`src/rtl/regfile_pkg.sv`:
```
// Shared defaults and helpers for the multiport register file slice.
package regfile_pkg;

  localparam int DEF_DATA_W   = 64;
  localparam int DEF_ADDR_W   = 5;
  localparam int DEF_NUM_RD   = 2;
  localparam int DEF_ZERO_REG = 31;

  // Low bit of lane idx inside a packed bus of w-bit lanes.
  function automatic int sliceLo(input int idx, input int w);
    return idx * w;
  endfunction

endpackage

```
`src/rtl/regfile_multiport_if.sv`:
```
// Decode-side bus of the register file: read ports, write port, pending marks.
interface regfile_multiport_if
  import regfile_pkg::*;
#(
  parameter int DATA_W = DEF_DATA_W,
  parameter int ADDR_W = DEF_ADDR_W,
  parameter int NUM_RD = DEF_NUM_RD
) ();

  // No valid/ready here: writes and pending marks are always accepted on the
  // edge they are presented, and RStall is advisory for the consumer only.
  logic [NUM_RD*ADDR_W-1:0] RAddr;
  logic [NUM_RD*DATA_W-1:0] RData;
  logic [NUM_RD-1:0]        RStall;
  logic [ADDR_W-1:0]        RW;
  logic [DATA_W-1:0]        BusW;
  logic                     RegWr;
  logic                     SetPend;
  logic [ADDR_W-1:0]        PendReg;
  logic [(1<<ADDR_W)-1:0]   PendVec;

  modport master (
    output RAddr, RW, BusW, RegWr, SetPend, PendReg,
    input  RData, RStall, PendVec
  );

  modport slave (
    input  RAddr, RW, BusW, RegWr, SetPend, PendReg,
    output RData, RStall, PendVec
  );

endinterface

```
`src/rtl/reg_scoreboard.sv`:
```
// Pending-write bits, one per register, plus per-read-port stall decode.
module reg_scoreboard
  import regfile_pkg::*;
#(
  parameter int ADDR_W    = DEF_ADDR_W,
  parameter int NUM_RD    = DEF_NUM_RD,
  parameter int ZERO_EN   = 1,
  parameter int ZERO_REG  = DEF_ZERO_REG,
  parameter int BYPASS_EN = 1
) (
  input  logic                     Clk,
  input  logic                     Reset,
  input  logic                     regWr,
  input  logic [ADDR_W-1:0]        rw,
  input  logic                     setPend,
  input  logic [ADDR_W-1:0]        pendReg,
  input  logic [NUM_RD*ADDR_W-1:0] rAddr,
  output logic [NUM_RD-1:0]        rStall,
  output logic [(1<<ADDR_W)-1:0]   pendVec
);

  localparam int DEPTH = 1 << ADDR_W;
  localparam logic [ADDR_W-1:0] ZADDR = ADDR_W'(ZERO_REG);

  logic [DEPTH-1:0] pend;
  logic [DEPTH-1:0] pendNext;
  logic             wrZero;
  logic             setZero;

  assign wrZero  = (ZERO_EN != 0) && (rw == ZADDR);
  assign setZero = (ZERO_EN != 0) && (pendReg == ZADDR);

  // Clear first, then set, so a new producer issued on the completing
  // write's cycle keeps ownership of the register.
  always_comb begin
    pendNext = pend;
    if (regWr && !wrZero) pendNext[rw] = 1'b0;
    if (setPend && !setZero) pendNext[pendReg] = 1'b1;
  end

  always_ff @(posedge Clk) begin
    if (Reset) pend <= '0;
    else       pend <= pendNext;
  end

  always_comb begin
    logic [ADDR_W-1:0] a;
    a      = '0;
    rStall = '0;
    for (int i = 0; i < NUM_RD; i++) begin
      a = rAddr[sliceLo(i, ADDR_W) +: ADDR_W];
      rStall[i] = pend[a]
                  && !((ZERO_EN != 0) && (a == ZADDR))
                  && !((BYPASS_EN != 0) && regWr && (rw == a));
    end
  end

  assign pendVec = pend;

endmodule

```
`src/rtl/regfile_multiport.sv`:
```
// Parametrised N-read/1-write register file with zero register, bypass and pending scoreboard.
module regfile_multiport
  import regfile_pkg::*;
#(
  parameter int DATA_W    = DEF_DATA_W,
  parameter int ADDR_W    = DEF_ADDR_W,
  parameter int NUM_RD    = DEF_NUM_RD,
  parameter int ZERO_EN   = 1,
  parameter int ZERO_REG  = DEF_ZERO_REG,
  parameter int BYPASS_EN = 1
) (
  input  logic                Clk,
  input  logic                Reset,
  regfile_multiport_if.slave  bus
);

  localparam int DEPTH = 1 << ADDR_W;
  localparam logic [ADDR_W-1:0] ZADDR = ADDR_W'(ZERO_REG);

  logic [DATA_W-1:0]        mem [DEPTH];
  logic [NUM_RD*DATA_W-1:0] rdPacked;
  logic                     wrZero;

  assign wrZero = (ZERO_EN != 0) && (bus.RW == ZADDR);

  always_ff @(posedge Clk) begin
    if (Reset) begin
      for (int r = 0; r < DEPTH; r++) mem[r] <= '0;
    end else if (bus.RegWr && !wrZero) begin
      mem[bus.RW] <= bus.BusW;
    end
  end

  // Zero register outranks bypass so a write aimed at it never leaks out.
  always_comb begin
    logic [ADDR_W-1:0] a;
    a        = '0;
    rdPacked = '0;
    for (int i = 0; i < NUM_RD; i++) begin
      a = bus.RAddr[sliceLo(i, ADDR_W) +: ADDR_W];
      if ((ZERO_EN != 0) && (a == ZADDR))
        rdPacked[sliceLo(i, DATA_W) +: DATA_W] = '0;
      else if ((BYPASS_EN != 0) && bus.RegWr && (bus.RW == a))
        rdPacked[sliceLo(i, DATA_W) +: DATA_W] = bus.BusW;
      else
        rdPacked[sliceLo(i, DATA_W) +: DATA_W] = mem[a];
    end
  end

  assign bus.RData = rdPacked;

  reg_scoreboard #(
    .ADDR_W   (ADDR_W),
    .NUM_RD   (NUM_RD),
    .ZERO_EN  (ZERO_EN),
    .ZERO_REG (ZERO_REG),
    .BYPASS_EN(BYPASS_EN)
  ) uScoreboard (
    .Clk    (Clk),
    .Reset  (Reset),
    .regWr  (bus.RegWr),
    .rw     (bus.RW),
    .setPend(bus.SetPend),
    .pendReg(bus.PendReg),
    .rAddr  (bus.RAddr),
    .rStall (bus.RStall),
    .pendVec(bus.PendVec)
  );

endmodule

```
`src/flat_wrapper.sv`:
```
// flat-port wrapper written by rule: the top's interface ports become plain ports
module regfile_multiport_flat import regfile_pkg::*;
#(
  parameter int DATA_W    = DEF_DATA_W,
  parameter int ADDR_W    = DEF_ADDR_W,
  parameter int NUM_RD    = DEF_NUM_RD,
  parameter int ZERO_EN   = 1,
  parameter int ZERO_REG  = DEF_ZERO_REG,
  parameter int BYPASS_EN = 1
)
  (Clk, Reset, bus_RAddr, bus_RW, bus_BusW, bus_RegWr, bus_SetPend, bus_PendReg, bus_RData, bus_RStall, bus_PendVec);
  regfile_multiport_if #(.DATA_W(DATA_W), .ADDR_W(ADDR_W), .NUM_RD(NUM_RD)) bus_i ();
  input  logic Clk;
  input  logic Reset;
  input wire logic [$bits(bus_i.RAddr)-1:0] bus_RAddr;
  input wire logic [$bits(bus_i.RW)-1:0] bus_RW;
  input wire logic [$bits(bus_i.BusW)-1:0] bus_BusW;
  input wire logic [$bits(bus_i.RegWr)-1:0] bus_RegWr;
  input wire logic [$bits(bus_i.SetPend)-1:0] bus_SetPend;
  input wire logic [$bits(bus_i.PendReg)-1:0] bus_PendReg;
  output wire logic [$bits(bus_i.RData)-1:0] bus_RData;
  output wire logic [$bits(bus_i.RStall)-1:0] bus_RStall;
  output wire logic [$bits(bus_i.PendVec)-1:0] bus_PendVec;
  assign bus_i.RAddr = bus_RAddr;
  assign bus_i.RW = bus_RW;
  assign bus_i.BusW = bus_BusW;
  assign bus_i.RegWr = bus_RegWr;
  assign bus_i.SetPend = bus_SetPend;
  assign bus_i.PendReg = bus_PendReg;
  assign bus_RData = bus_i.RData;
  assign bus_RStall = bus_i.RStall;
  assign bus_PendVec = bus_i.PendVec;
  regfile_multiport #(.DATA_W(DATA_W), .ADDR_W(ADDR_W), .NUM_RD(NUM_RD), .ZERO_EN(ZERO_EN), .ZERO_REG(ZERO_REG), .BYPASS_EN(BYPASS_EN)) u_core (.Clk(Clk), .Reset(Reset), .bus(bus_i));
endmodule
```
`config.mk`:
```
export PLATFORM = sky130hd
export DESIGN_NAME = regfile_multiport_flat
export DESIGN_NICKNAME = d
export VERILOG_FILES = /design/src/rtl/regfile_pkg.sv /design/src/rtl/regfile_multiport_if.sv /design/src/rtl/reg_scoreboard.sv /design/src/rtl/regfile_multiport.sv /design/src/flat_wrapper.sv
export SDC_FILE = /design/constraint.sdc
export NUM_CORES = 2
export LEC_CHECK = 0
export CAP_MARGIN = 20
export CORE_MARGIN = 2
export CORE_UTILIZATION = 55
export CTS_BUF_LIST = sky130_fd_sc_hd__clkbuf_8
export DETAILED_ROUTE_END_ITERATION = 6
export PLACE_DENSITY = 0.82
export SLEW_MARGIN = 25
export SYNTH_ARGS = -nofsm -noshare
export SYNTH_HDL_FRONTEND = slang
export SYNTH_SLANG_ARGS = --single-unit
```
`constraint.sdc`:
```
create_clock -name Clk -period 5.29 [get_ports Clk]
set_clock_uncertainty 0.05 [all_clocks]
set_input_delay 1.058 -clock Clk [delete_from_list [all_inputs] [get_ports Clk]]
set_output_delay 1.058 -clock Clk [all_outputs]
set_load 0.01 [all_outputs]
```
Word-level counts from Yosys, hierarchy flattened. Memory sizes are Yosys's and may differ from the RTL's. Cells that the tools add are included. Widths: inputs -> output; s select.

Register bits after elaboration: 32. Memories: 1. Memory bits (writable): 2048. Bits of input ports: 88.

Memory list: u_core.mem (words 32, width 64, rd ports 2, clocked after Yosys merged registers in 0, wr ports 32, line regfile_multiport.sv:20) `logic [DATA_W-1:0] mem [DEPTH];`.

Order comparisons: 6. Muxes and demuxes: 22. Equality and inequality tests: 6. Reduce and logical (&&, ||, !) cells: 17. Bitwise gates (word level): 3.

Operator list (number): $mux 64 (5); $mux 32 (2); $reduce_or 64->1 (1); $and 32x32->32 (1); $not 32->32 (1); $or 32x32->32 (1); $lt 5x6->1 const B (4); $eq 5x5->1 const B (4); $bmux 1 s5 (2); $demux 1 s5 (2); $eq 5x5->1 (2); $ge 5x1->1 const B (2); $logic_and 1x1->1 (10); $mux 1 (10); $logic_not 1->1 (6); $mux 5 (1).

Depth between registers and ports, before layout.
Depth in word-level cells: 9. Mapped depth: 11. Mapped depth without buffers: 5.

Hierarchy. From an unflattened synthesis, not the netlist that was laid out.

Cell total of the unflattened synthesis: 7697. Area total of the unflattened synthesis: 110837.6 sq um.

By module, submodules not included: regfile_multiport (area each 108796.8 sq um, instances 1, cells an instance 7445); reg_scoreboard (area each 2040.7 sq um, instances 1, cells an instance 252).

Least setup slack after synthesis. OpenSTA, ideal clock, no wires.

Kind: input -> register. Start: input port bus_RW[2]. End: memory u_core.mem[23][0] in the netlist's numbering (enable). Stages on the path: 4. Path buffers: 1. Path slack: -0.053 ns. Arrival time: 4.792 ns. Cells stage by stage: buf_2 > inv_2 > or3_1 > o21bai_1.

RTL lines: from (decl) (line flat_wrapper.sv:16) `input wire logic [$bits(bus_i.RW)-1:0] bus_RW;`; to (decl) (line regfile_multiport.sv:20).

Worst setup path after layout.
Start: input port bus_RAddr[1]. End: output port bus_RData[39].

Cells in the longest elaborated chain, start to end: 4.

RTL lines: from (decl) (line flat_wrapper.sv:15) `input wire logic [$bits(bus_i.RAddr)-1:0] bus_RAddr;`; branches (longest 3 deep; another with $mem_v2 32x64); $mux 64 * (line regfile_multiport.sv:41) `if ((ZERO_EN != 0) && (a == ZADDR))`; to (decl) (line flat_wrapper.sv:21) `output wire logic [$bits(bus_i.RData)-1:0] bus_RData;`.

Every way passes the cells marked *.

==> metrics.txt <==
# setup viols final 0; DIE WIDTH about 450 um; Seq pwr share between 50 and 60%; register area just over 0.06 sq mm; layout cells sized above 1 22.5%; Hold-fix buffers, CTS 0; relative slew slack between 20% and 30%; R2R cell count 2; Post-synth EDFFs 2048; vias per cell 7.28; Crit Path Class input port to output port; largest area contributor in the netlist edfxtp_1; synth top area cells edfxtp_1 56%, mux4_2 16%, and2_1 11%; Area Growth Syn to Fin 13.4%; pin count of the biggest net entering global routing just over 70; Worst path slowest cell a2111oi_1; CP Capture Type output port; final hold slack roughly 340 ps; Tightest Pin Transition ~1100 ps; vias between 70000 and 80000; synthesized area per cell 14.7 sq um; cell count after synthesis ~7500; drt drc 0; Antenna Nets Post-Route 0; vias in the first global route roughly 80000; Max Fanout on Critical Path 23; Fin Setup TNS 0 ps; share of the yosys chip area belonging to registers between 50% and 60%; number of distinct library cells after synthesis between 50 and 60; cell area after synthesis 0.110 sq mm; Hold Crit Depth 1; number of fillers in the final layout between 10000 and 15000; Die ar. ~0.2 sq mm; total design power about 0.038 W; switching share of total power a little over a quarter; # rows 164; final non-filler cell area ~0.12 sq mm; Yosys warning count 0; unrepaired setup endpoints after global routing false; CP cell instances clkbuf_8, buf_12, buf_4, mux4_2, a2111oi_1, a21oi_1, a22o_1, clkdlybuf4s50_1; total CTS buffers between 300 and 400; clock sinks between 2000 and 2500; Clk pwr share about a third; PwrDens around 310 mW/mm^2; Final nets ~7900; DIE HEIGHT ~450 um; Cell Area, Placed 0.119 sq mm; Top FF cell, synth edfxtp_1; 1st-iter DRT viols ~15000; status complete, no violations; GRT Residual Overflow 0; gp weighted congestion ~0.90; flops & latches, synth approximately 2100; Hold Vio Cnt, Final 0; post-route minimum period 5290 ps; area share of the largest cell type after synthesis 55.8%; f_max about 0.19 GHz; FFs w/ async S/R, synth 0%; Reg clk slew, reported paths 60 ps; CTS max path bufs 4; Hold Path Sink u_core.mem[31][1]; Hold WC Path Type input port to flop; Root Driver clkbuf_8; CTS tree done; All-Layer GR Usage 36.3%; P_sw between 0.01 and 0.015 W; Max VDD drop between 0.2 and 0.3 mV; maxcap violations 0; Worst EP required around 4200 ps; First-pass DRT Iterations 7; worst flop-to-flop path startpoint u_core.uScoreboard.pendVec[4]; Post-DP HPWL roughly 220 mm; Worst Min Path Start Reset; fin crit share approximately 100%; fin. max-slew vios 0; core footprint roughly 0.2 sq mm; Layout Cells excl Fill around 11000; Worst setup SP type input port; wire length per cell roughly 35 um; Initial Utilization between 50 and 60%; Worst-Skew Late Latency around 1100 ps; Multi-input gate area around 0.045 sq mm; P_int roughly 0.028 W; first-pass GRT wire length around 530 mm; IO buf count about 250; Worst path max stage delay slightly below 800 ps; R2R Setup Slk about 4500 ps; Routed WL 376 mm; static leakage ~45 nW; worst r2r dst u_core.uScoreboard.pendVec[4]; Comb power frac around 14%; H-tree levels 5; initial antenna violation count 30; Data arrival, critical path between 4000 and 5000 ps; Placed Cells about 10000; IO Pins 250
==> worst max-delay path by stage <==
| stage | start | to | cells after the start | slack (ps) |
|---|---|---|---|---|
| floorplan | bus_RAddr[5] | bus_RData[125] | 9 | 1280 |
| global placement | bus_RAddr[3] | bus_RData[23] | 8 | -480 |
| detailed placement | bus_RAddr[3] | bus_RData[63] | 10 | -300 |
| CTS | bus_RAddr[0] | bus_RData[37] | 9 | 5 |
| global route | bus_RAddr[0] | bus_RData[15] | 12 | 4 |
| finish | bus_RAddr[1] | bus_RData[39] | 8 | 0.9 |
==> critical path, delay by kind of cell <==
| kind | cells | cell delay [ps] |
|---|---|---|
| buf+inv | 4 | 1390 |
| compound gates | 3 | 1220 |
| mux | 1 | 390 |
==> layout by cell type, fill, tap and decap left out, types with 131 or more instances in the layout <==
cell type | synthesis | final
edfxtp_1 | 2048 | 2048
and2_1 | 1986 | 1986
mux4_2 | 777 | 777
mux2i_1 | 524 | 524
clkbuf_8 | 0 | 369
buf_4 | 10 | 328
a21oi_1 | 265 | 261
a22o_1 | 254 | 254
clkdlybuf4s50_1 | 0 | 237
inv_1 | 35 | 145
buf_12 | 0 | 144
o22ai_1 | 141 | 141
o221ai_1 | 131 | 131
==> layer usage <==
layer  up-vias  global-route usage [%]  wire length (um)
met5         -                       0                94
met4        14                    23.9             29100
met3      1893                    12.6             62200
met2      7947                    54.5            167000
met1     38600                    44.8            118000
li1      29800                       -                 -
==> repair_timing <==
action                                  4_1_cts  5_1_grt
endpoints found under the setup margin       31        6
endpoints found under the hold margin         0        0
resized for setup                            11        6
buffers inserted                              0        0
==> synth_stat cells, types with 9 or more instances <==
| library cell | instances |
|---|---|
| a21o_1 | 28 |
| buf_1 | 29 |
| buf_4 | 10 |
| a21oi_1 | 265 |
| a22o_1 | 254 |
| o221ai_1 | 131 |
| nand3_1 | 10 |
| dfxtp_1 | 32 |
| o22ai_1 | 141 |
| edfxtp_1 | 2048 |
| a22oi_1 | 127 |
| and2_1 | 1986 |
| nand2_1 | 30 |
| mux4_2 | 777 |
| a2111oi_2 | 57 |
| a2111oi_0 | 55 |
| clkbuf_1 | 624 |
| mux2i_1 | 524 |
| inv_1 | 35 |
| o21ai_0 | 23 |
| nor3_1 | 9 |
| nor2_1 | 48 |
| buf_2 | 130 |
| a2111oi_1 | 16 |
| buf_6 | 31 |
==> final cells by class <==
type                       instances  share of cell area (%)
sequential                      2080                    49.7
tap                             2656                    2.66
antenna                           23                  0.0461
inverter                          36                   0.108
multi-input combinational       4603                    36.2
timing repair buffer             722                    6.31
clock buffer                     367                    4.04
clock inverter                   248                   0.926
==> state kept, by name, summed over array words and instances (netlist names) <==
name / flops
u_core.mem: 2048
u_core.uScoreboard.pendVec: 32
==> stage by stage <==
stage / worst slack, ps / util [%]
after global routing: 4.41 / 62.6
after floorplan: 1280 / -
final: 0.944 / 62.7
after CTS: 4.68 / 62.6
after global placement: -476 / 59.5
after detailed placement: -303 / 59.5
==> power groups by stage <==
stage                     clock network (W)  registers, W  logic, W
after detailed placement                  0        0.0198   0.00512
after CTS                            0.0133        0.0195   0.00515
after global routing                 0.0140        0.0196   0.00540
after global placement                    0        0.0197   0.00505
after floorplan                           0        0.0197   0.00299
final                                0.0134        0.0195   0.00529
==> cell families (layout without fill, tap and decap cells) <==
family	after synthesis	count (layout)	synth area share, %
xor gates and xnor gates	7	7	0.0557
AOI/OAI and AO/OA	1107	1107	7.66
buffers and inverters	861	1373	3.33
other	1	87	0.00340
DFF	2080	2080	56.4
and+or+nand+nor	2124	2124	11.9
muxes	1301	1301	20.6
Power figures use the tool's default switching activity.
